<file path="config.mk">
export PLATFORM = sky130hd
export DESIGN_NAME = stack_seq
export DESIGN_NICKNAME = d
export VERILOG_FILES = /design/src/rtl/stack_seq_pkg.sv /design/src/rtl/stack_seq_alu.sv /design/src/rtl/stack_seq.sv
export SDC_FILE = /design/constraint.sdc
export NUM_CORES = 1
export LEC_CHECK = 0
export BUFFER_PORTS_ARGS = -buffer_cell sky130_fd_sc_hd__buf_2
export CORE_MARGIN = 5
export CORE_UTILIZATION = 50
export CTS_CLUSTER_SIZE = 20
export DETAILED_ROUTE_END_ITERATION = 6
export GPL_ROUTABILITY_DRIVEN = 0
export PLACE_DENSITY = 0.72
export SLEW_MARGIN = 20
export SYNTH_ARGS = -nofsm -noshare
export SYNTH_HDL_FRONTEND = slang
export SYNTH_HIERARCHICAL = 1
export SYNTH_SLANG_ARGS = --single-unit
</file>
<file path="constraint.sdc">
create_clock -name clk -period 11.77 [get_ports clk]
set_input_delay 1.177 -clock clk [delete_from_list [all_inputs] [get_ports clk]]
set_output_delay 1.177 -clock clk [all_outputs]
set_load 0.005 [all_outputs]
</file>
<file path="src/rtl/stack_seq_pkg.sv">
// Shared opcodes, sequencer states and default widths for the operand-stack sequencer.
package stack_seq_pkg;

  localparam int STK_DW = 35;
  localparam int STK_AW = 11;

  typedef enum logic [3:0] {
    OP_NOP   = 4'd0,
    OP_PUSHI = 4'd1,
    OP_DROP  = 4'd2,
    OP_POPN  = 4'd3,
    OP_DUP   = 4'd4,
    OP_SWAP  = 4'd5,
    OP_ADD   = 4'd8,
    OP_SUB   = 4'd9,
    OP_AND   = 4'd10,
    OP_OR    = 4'd11,
    OP_XOR   = 4'd12
  } op_e;

  typedef enum logic [1:0] {
    ST_IDLE  = 2'd0,
    ST_POP   = 2'd1,
    ST_PUSH1 = 2'd2,
    ST_PUSH2 = 2'd3
  } state_e;

endpackage

</file>
<file path="src/rtl/stack_seq_alu.sv">
// Combinational B-op-A for the binary stack ops (B = second entry, A = top).
// Zero latency; no flow control, results are modulo 2^DW.
module stack_seq_alu
  import stack_seq_pkg::*;
#(
  parameter int DW = STK_DW
) (
  input  logic [3:0]    op,
  input  logic [DW-1:0] a,
  input  logic [DW-1:0] b,
  output logic [DW-1:0] y
);

  always_comb begin
    y = '0;
    case (op)
      OP_ADD:  y = b + a;
      OP_SUB:  y = b - a;
      OP_AND:  y = b & a;
      OP_OR:   y = b | a;
      OP_XOR:  y = b ^ a;
      default: y = '0;
    endcase
  end

endmodule

</file>
<file path="src/rtl/stack_seq.sv">
// Turns one stack-machine op per handshake into pop-then-push cycles for the operand stack.
// Done 1-4 cycles after accept; in_ready holds off until the stack's 2-cycle top lag has settled.
module stack_seq
  import stack_seq_pkg::*;
#(
  parameter int DW = STK_DW,
  parameter int AW = STK_AW
) (
  input  logic          clk,
  input  logic          rst_b,
  input  logic          in_valid,
  output logic          in_ready,
  input  logic [3:0]    in_op,
  input  logic [DW-1:0] in_imm,
  output logic          done,
  output logic          err,
  output logic [AW-1:0] depth,
  output logic          st__pop,
  output logic          st__push,
  output logic [AW-1:0] st__to_pop,
  output logic [DW-1:0] st__to_push,
  input  logic [DW-1:0] st__top_0,
  input  logic [DW-1:0] st__top_1
);

  localparam logic [AW-1:0] MAX_DEPTH = '1;

  state_e        state;
  logic [1:0]    settle;
  logic [DW-1:0] d1_q, d2_q;
  logic [1:0]    npush_q;

  logic          dec_ok, dec_pop;
  logic [AW-1:0] dec_n;
  logic [1:0]    dec_npush;
  logic [DW-1:0] dec_d1, dec_d2;
  logic [DW-1:0] alu_y;
  logic [AW-1:0] cnt;

  assign cnt      = in_imm[AW-1:0];
  assign in_ready = (state == ST_IDLE) && (settle == 2'd0);

  stack_seq_alu #(.DW(DW)) u_alu (
    .op (in_op),
    .a  (st__top_0),
    .b  (st__top_1),
    .y  (alu_y)
  );

  // Everything needed later (push data, pop count) is captured at accept,
  // so the stack tops are free to change once traffic starts.
  always_comb begin
    dec_ok    = 1'b1;
    dec_pop   = 1'b0;
    dec_n     = '0;
    dec_npush = 2'd0;
    dec_d1    = '0;
    dec_d2    = '0;
    case (in_op)
      OP_PUSHI: begin
        dec_ok    = (depth != MAX_DEPTH);
        dec_npush = 2'd1;
        dec_d1    = in_imm;
      end
      OP_DROP: begin
        dec_ok  = (depth != '0);
        dec_pop = 1'b1;
        dec_n   = AW'(1);
      end
      OP_POPN: begin
        dec_ok  = (depth >= cnt);
        dec_pop = (cnt != '0);
        dec_n   = cnt;
      end
      OP_DUP: begin
        dec_ok    = (depth != '0) && (depth != MAX_DEPTH);
        dec_npush = 2'd1;
        dec_d1    = st__top_0;
      end
      OP_SWAP: begin
        dec_ok    = (depth >= AW'(2));
        dec_pop   = 1'b1;
        dec_n     = AW'(2);
        dec_npush = 2'd2;
        dec_d1    = st__top_0;
        dec_d2    = st__top_1;
      end
      OP_ADD, OP_SUB, OP_AND, OP_OR, OP_XOR: begin
        dec_ok    = (depth >= AW'(2));
        dec_pop   = 1'b1;
        dec_n     = AW'(2);
        dec_npush = 2'd1;
        dec_d1    = alu_y;
      end
      default: ;
    endcase
  end

  always_ff @(posedge clk) begin
    if (!rst_b) begin
      state       <= ST_IDLE;
      settle      <= 2'd0;
      depth       <= '0;
      done        <= 1'b0;
      err         <= 1'b0;
      st__pop     <= 1'b0;
      st__push    <= 1'b0;
      st__to_pop  <= '0;
      st__to_push <= '0;
      d1_q        <= '0;
      d2_q        <= '0;
      npush_q     <= 2'd0;
    end else begin
      done        <= 1'b0;
      err         <= 1'b0;
      st__pop     <= 1'b0;
      st__push    <= 1'b0;
      st__to_pop  <= '0;
      st__to_push <= '0;

      if (st__pop || st__push)
        settle <= 2'd2;
      else if (settle != 2'd0)
        settle <= settle - 2'd1;

      // Tracks the stack's sp on the same edge it moves.
      if (st__pop)
        depth <= depth - st__to_pop;
      else if (st__push)
        depth <= depth + AW'(1);

      case (state)
        ST_IDLE: begin
          if (in_valid && in_ready) begin
            d1_q    <= dec_d1;
            d2_q    <= dec_d2;
            npush_q <= dec_npush;
            if (!dec_ok) begin
              done <= 1'b1;
              err  <= 1'b1;
            end else if (dec_pop) begin
              state      <= ST_POP;
              st__pop    <= 1'b1;
              st__to_pop <= dec_n;
            end else if (dec_npush != 2'd0) begin
              state       <= ST_PUSH1;
              st__push    <= 1'b1;
              st__to_push <= dec_d1;
            end else begin
              done <= 1'b1;
            end
          end
        end
        ST_POP: begin
          if (npush_q != 2'd0) begin
            state       <= ST_PUSH1;
            st__push    <= 1'b1;
            st__to_push <= d1_q;
          end else begin
            state <= ST_IDLE;
            done  <= 1'b1;
          end
        end
        ST_PUSH1: begin
          if (npush_q == 2'd2) begin
            state       <= ST_PUSH2;
            st__push    <= 1'b1;
            st__to_push <= d2_q;
          end else begin
            state <= ST_IDLE;
            done  <= 1'b1;
          end
        end
        ST_PUSH2: begin
          state <= ST_IDLE;
          done  <= 1'b1;
        end
        default: state <= ST_IDLE;
      endcase
    end
  end

endmodule

</file>
Yosys cells after proc, flatten, opt, wreduce, memory -nomap -nowiden
Index checks and enable logic that the tools add are counted.

Add/subtract/negate cells: 5. $lt $le $gt $ge: 2. Equal/unequal tests: 18. Mux-type cells: 41. Bitwise operators: 4. Reduce and logical (&&, ||, !) cells: 24.

Operator list (count): 2-to-1 mux 35 bit (7); case mux 35 bit (3 select lines) (2); case mux 35 bit (5 select lines) (1); adder 35 bit (1); bitwise AND 35 bit (1); OR 35 bit (1); subtractor 35 bit (1); XOR 35 bit (1); case mux 11 bit (3 select lines) (1); 2-to-1 mux 11 bit (2); nonzero test 11 bit (2); == test 4 bit, second input constant (5); 2-to-1 mux 2 bit (8); 2-to-1 mux 1 bit (14); OR reduction 7 bit (2); adder 11 x 1 -> 11 bit, second input constant (1); >= comparator 11 bit (1); >= comparator 11 x 2 -> 1 bit, second input constant (1); inequality test 11 bit, second input constant (1); subtractor 11 bit (1); nonzero test 2 bit (5); == test 4 x 2 -> 1 bit, second input constant (2); == test 4 x 3 -> 1 bit, second input constant (2); case mux 2 bit (4 select lines) (1); 23 further kinds (30).

Register bits after elaboration: 137. Output and inout bits: 62.

Logic depth before layout (Yosys ltp)
Word-level depth: 9. Depth in mapped cells: 19. Depth with buffers taken out: 19.

Modules after synthesis
The synthesis kept the hierarchy.

By module, submodules not included: stack_seq (instances 1, cells an instance 735, area an instance 6523.8 um^2, sequential area each 2742.6 um^2); stack_seq_alu (instances 1, cells an instance 631, area an instance 4543.1 um^2, sequential area each 0.0 um^2).

Least setup slack after synthesis
OpenSTA, ideal clock, no wires.

Path type: input to register. Start point: in in_op[2]. End point: reg st__to_push[32]. Library setup time: 0.076 ns. Arrival: 5.027 ns. Required time: 11.694 ns. Path slack: 6.667 ns. Stages: 19. Buffers on the path: 3. Cell sequence: nor3b_1 > and2_1 > clkbuf_1 > clkbuf_1 > nor2_1 > xnor2_1 > ha_1 > buf_2 > a21oi_1 > o21ai_0 > a221o_1 > a21oi_1 > o21ai_1 > a31o_2 > a2111oi_2 > a211o_1 > a22oi_1 > a21o_1 > o22ai_1.

Elaborated cells between the ends (all ways): 26.

RTL lines: start, declared (line stack_seq.sv:13) `input logic [3:0] in_op,`; == test 4 bit (line stack_seq_alu.sv:16) `case (op)`; case mux 35 bit (5 select lines) * (line stack_seq_alu.sv:16); named net alu_y[32] (line stack_seq.sv:37) `logic [DW-1:0] alu_y;`; case mux 35 bit (3 select lines) * (line stack_seq.sv:59) `case (in_op)`; 2-to-1 mux 35 bit * (line stack_seq.sv:145) `end else if (dec_npush != 2'd0) begin`; 2-to-1 mux 35 bit * (line stack_seq.sv:141) `end else if (dec_pop) begin`; 2-to-1 mux 35 bit * (line stack_seq.sv:138) `if (!dec_ok) begin`; 2-to-1 mux 35 bit * (line stack_seq.sv:134) `if (in_valid && in_ready) begin`; case mux 35 bit (3 select lines) * (line stack_seq.sv:132) `case (state)`; end signal, assigned (line stack_seq.sv:158) `st__to_push <= d1_q;`; end signal, assigned (line stack_seq.sv:168) `st__to_push <= d2_q;`; end, declared (line stack_seq.sv:21) `output logic [DW-1:0] st__to_push,`.

Mark *: on every way through the listed nets, which the timed path passes. The rest lies on a longest branch. A chain may end at the register's enable or synchronous reset.

Final worst setup path
Start point: in in_op[3]. End point: reg st__to_push[32].

Same word-level chain as after synthesis.

==> results.ini <==
[run_status]
status = finished, violations left
violations = design-rule violations

[cells_and_area]
final_common_cell = buf_2
drive_gt1_share_pct = 16.3
fin_nets = 1725
syn_to_final_growth_pct = 14.5
n_fill_cell = 1973
final_cell_mix = buf_2, dfxtp_1, a22oi_1, nand2_1, ha_1

[yosys]
yosysTopAreaCell = dfxtp_1
synth_edf_count = 0
synth_area_sq_um = 11100
yosysSeqAreaShare_pct = 24.8
synth.top_cell.area_share_pct = 24.8
synthTopCellsByArea = dfxtp_1, ha_1, a22oi_1
synth-warning-count = 6
synth_area_per_cell_sq_um = 8.10
synth.ff_latch_count = 137
netlist_instances = 1366
synth_nets = 1606
ys_dominant_reg_cell = dfxtp_1
synth_cell_types = 73
async_flop_share_pct = 0

[worst_setup_path]
crit_fanout = 18
path_cells = buf_2 > nor3b_1 > buf_4 > and2_1 > a31oi_1 > xnor2_1 > ha_1 > and3_1 > a31oi_1 > nand2_1 > a41oi_1 > o21ai_1 > a31o_2 > a2111oi_2 > a211o_1 > a22oi_1 > a21o_1 > o22ai_1
setup.worst_path.class = in -> reg
critPathMostFrequentCell = a31oi_1
start_kind = primary input
required_ns = 12.12
crit_family = compound AO/OA/AOI/OAI gates
path_buf_inv = 2
cp-end-kind = flip-flop
crit_slowest_cell = and2_1
worstPathArrival_ns = 5.83
crit_path_max_incr_delay_ns = 0.65

[pwr]
pwr-share-clk_pct = 40.2
power.leakage_nw = 5.43
peakVddDrop_mv = 0.0706
p_switching_mw = 0.438
swShare_pct = 31.7
p_int_mw = 0.941
power_frac_comb_pct = 25.0
seqPwrFrac_pct = 34.8
power_density_nw_per_um2 = 109

[timing]
layout_setup_ws_ns = 6.29
rsz0062_at_grt = false
relSlewSlack_pct = 24.9
min_period_ns = 5.48
min_period_over_period_pct = 46.5
finalHoldViolCount = 0
finClkSkew_ns = 0.0123
fmax_ghz = 0.183
finalSetupTns_ns = 0
worstMarginPinSlew_ns = 1.12
drv_slew = 0
setup_viol = 0

[clock_network]
htreeDepth = 4
cts-root-buf = clkbuf_16
tritoncts = yes
clk_pin_slew_worst_paths_ns = 0.06
clk_path_buf_depth = 2
cts_setup_buffers = 0
cts_hold_buf = 0
post_cts_resized = 0
clock-sinks = 137
cts_buffers = 17
clk_latency_ns = 0.43

[global_routing]
grt-ovfl-total = 0
grt_pass1_vias = 11013
grt_max_degree = 93
grt.total_usage_pct = 26.7
antenna_found_initial = 3
grt_pass1_wl_um = 56900

[place]
dpl_worst_slack_ns = 5.84
io_buffers = 173
dp.final_hpwl_um = 24200

[route]
firstDrtPassIters = 7
post_drt_wl_per_cell_um = 19.6
drc = 4
vias = 11157
dr.first_iter.drc_count = 825
drtAntennaViolNets = 0
wl_um = 34900
avgViaCountPerCell = 6.28

[floorplanning]
ioPinCount = 174
die_area_sq_um = 25200
fp-row-count = 54
die_h_um = 159
start_util_pct = 50.7
fp.coreArea_sq_um = 21800
die_x_um = 159

[worst_hold_path]
min_path_type = reg -> reg

[run]
maxCapViolCount = 0

[flip-flops by register name (all words and copies together) (netlist names)]
register	flops
settle	2
npush_q	2
depth	11
done	1
d1_q	35
st__pop	1
st__to_pop	11
d2_q	35
st__to_push	35
st__push	1
state	2
err	1
[Yosys cell counts, types with 7 or more instances]
cell type and instances:
a21boi_0 35, a21boi_1 8, a21o_1 56, a21oi_1 45
a221oi_1 10, a22oi_1 133, a31oi_1 25, and3_1 12
buf_2 14, clkbuf_1 68, dfxtp_1 137, ha_1 126
inv_1 95, nand2_1 129, nand2b_1 9, nand3_1 17
nand4_1 10, nor2_1 50, nor2b_1 53, nor3_1 17
nor4_1 17, o211ai_1 7, o21a_1 9, o21ai_0 58
o221ai_1 23, o22ai_1 38, o31ai_1 9, xnor2_1 52
xor2_1 18
[power by group through the flow]
| stage | Sequential, mW | Combinational [mW] | Clock [mW] |
|---|---|---|---|
| 4_1_cts | 0.479 | 0.339 | 0.559 |
| 6_report | 0.479 | 0.345 | 0.555 |
| 3_5_place_dp | 0.489 | 0.335 | 0 |
| 3_3_place_gp | 0.489 | 0.331 | 0 |
| 5_1_grt | 0.480 | 0.378 | 0.581 |
| 2_1_floorplan | 0.487 | 0.232 | 0 |
[per-stage QoR]
step	util [%]	power [mW]	instances	area (sq um)	hold WS (ns)
floorplan	-	0.719	1366	11100	0.435
global placement	55.3	0.820	1746	12100	0.441
detailed placement	55.3	0.825	1746	12100	0.447
CTS	58.0	1.38	1775	12700	0.456
global route	58.1	1.44	1777	12700	0.473
finish	58.1	1.38	1778	12700	0.457
[metal layers]
metal / vias up / global-route usage (%) / wire length [um]
met5: - / 0 / 7
met4: 2 / 13.1 / 1360
met3: 98 / 5.13 / 2490
met2: 508 / 43.1 / 15900
met1: 5288 / 34.1 / 15100
li1: 5261 / - / -
[worst min-delay path, delay by kind of cell (launching register included)]
family          cells  cell delay [ns]
flops               1             0.31
compound gates      1             0.05
simple gates        1             0.05
[path summary, 6_finish.rpt]
path                                endpoint  slack (ns)             startpoint  cells after the start
setup / recovery  st__to_push[32]$_SDFF_PN0_        6.29               in_op[3]                     18
hold / removal         d1_q[33]$_SDFFE_PN0P_        0.46  d1_q[33]$_SDFFE_PN0P_                      2
setup reg to reg       d2_q[17]$_SDFFE_PN0P_        9.00  state[1]$_SDFFE_PN0P_                      6
hold reg to reg        d1_q[33]$_SDFFE_PN0P_        0.46  d1_q[33]$_SDFFE_PN0P_                      2
[logic make-up after synthesis]
group,count (synthesis),synth area share (%)
buffers and inverters,183,6.60
multiplexers,3,0.271
XOR/XNOR,70,5.54
AND/OR/NAND/NOR,349,16.5
AO/OA/AOI/OAI,496,31.7
adder cells (fa/ha/maj),128,14.6
flip-flops,137,24.8
[area by class of cell]
cell class,count,area [sq um],area share (%)
diodes,3,7.51,0.0592
clock buffers,19,443,3.49
clock inverters,10,145,1.15
inverters,95,357,2.81
multi-input cells,1046,7650,60.4
flip-flops and latches,137,2740,21.6
well taps,280,350,2.76
repair buffers,188,978,7.72
(Power assumes the default switching activity.)
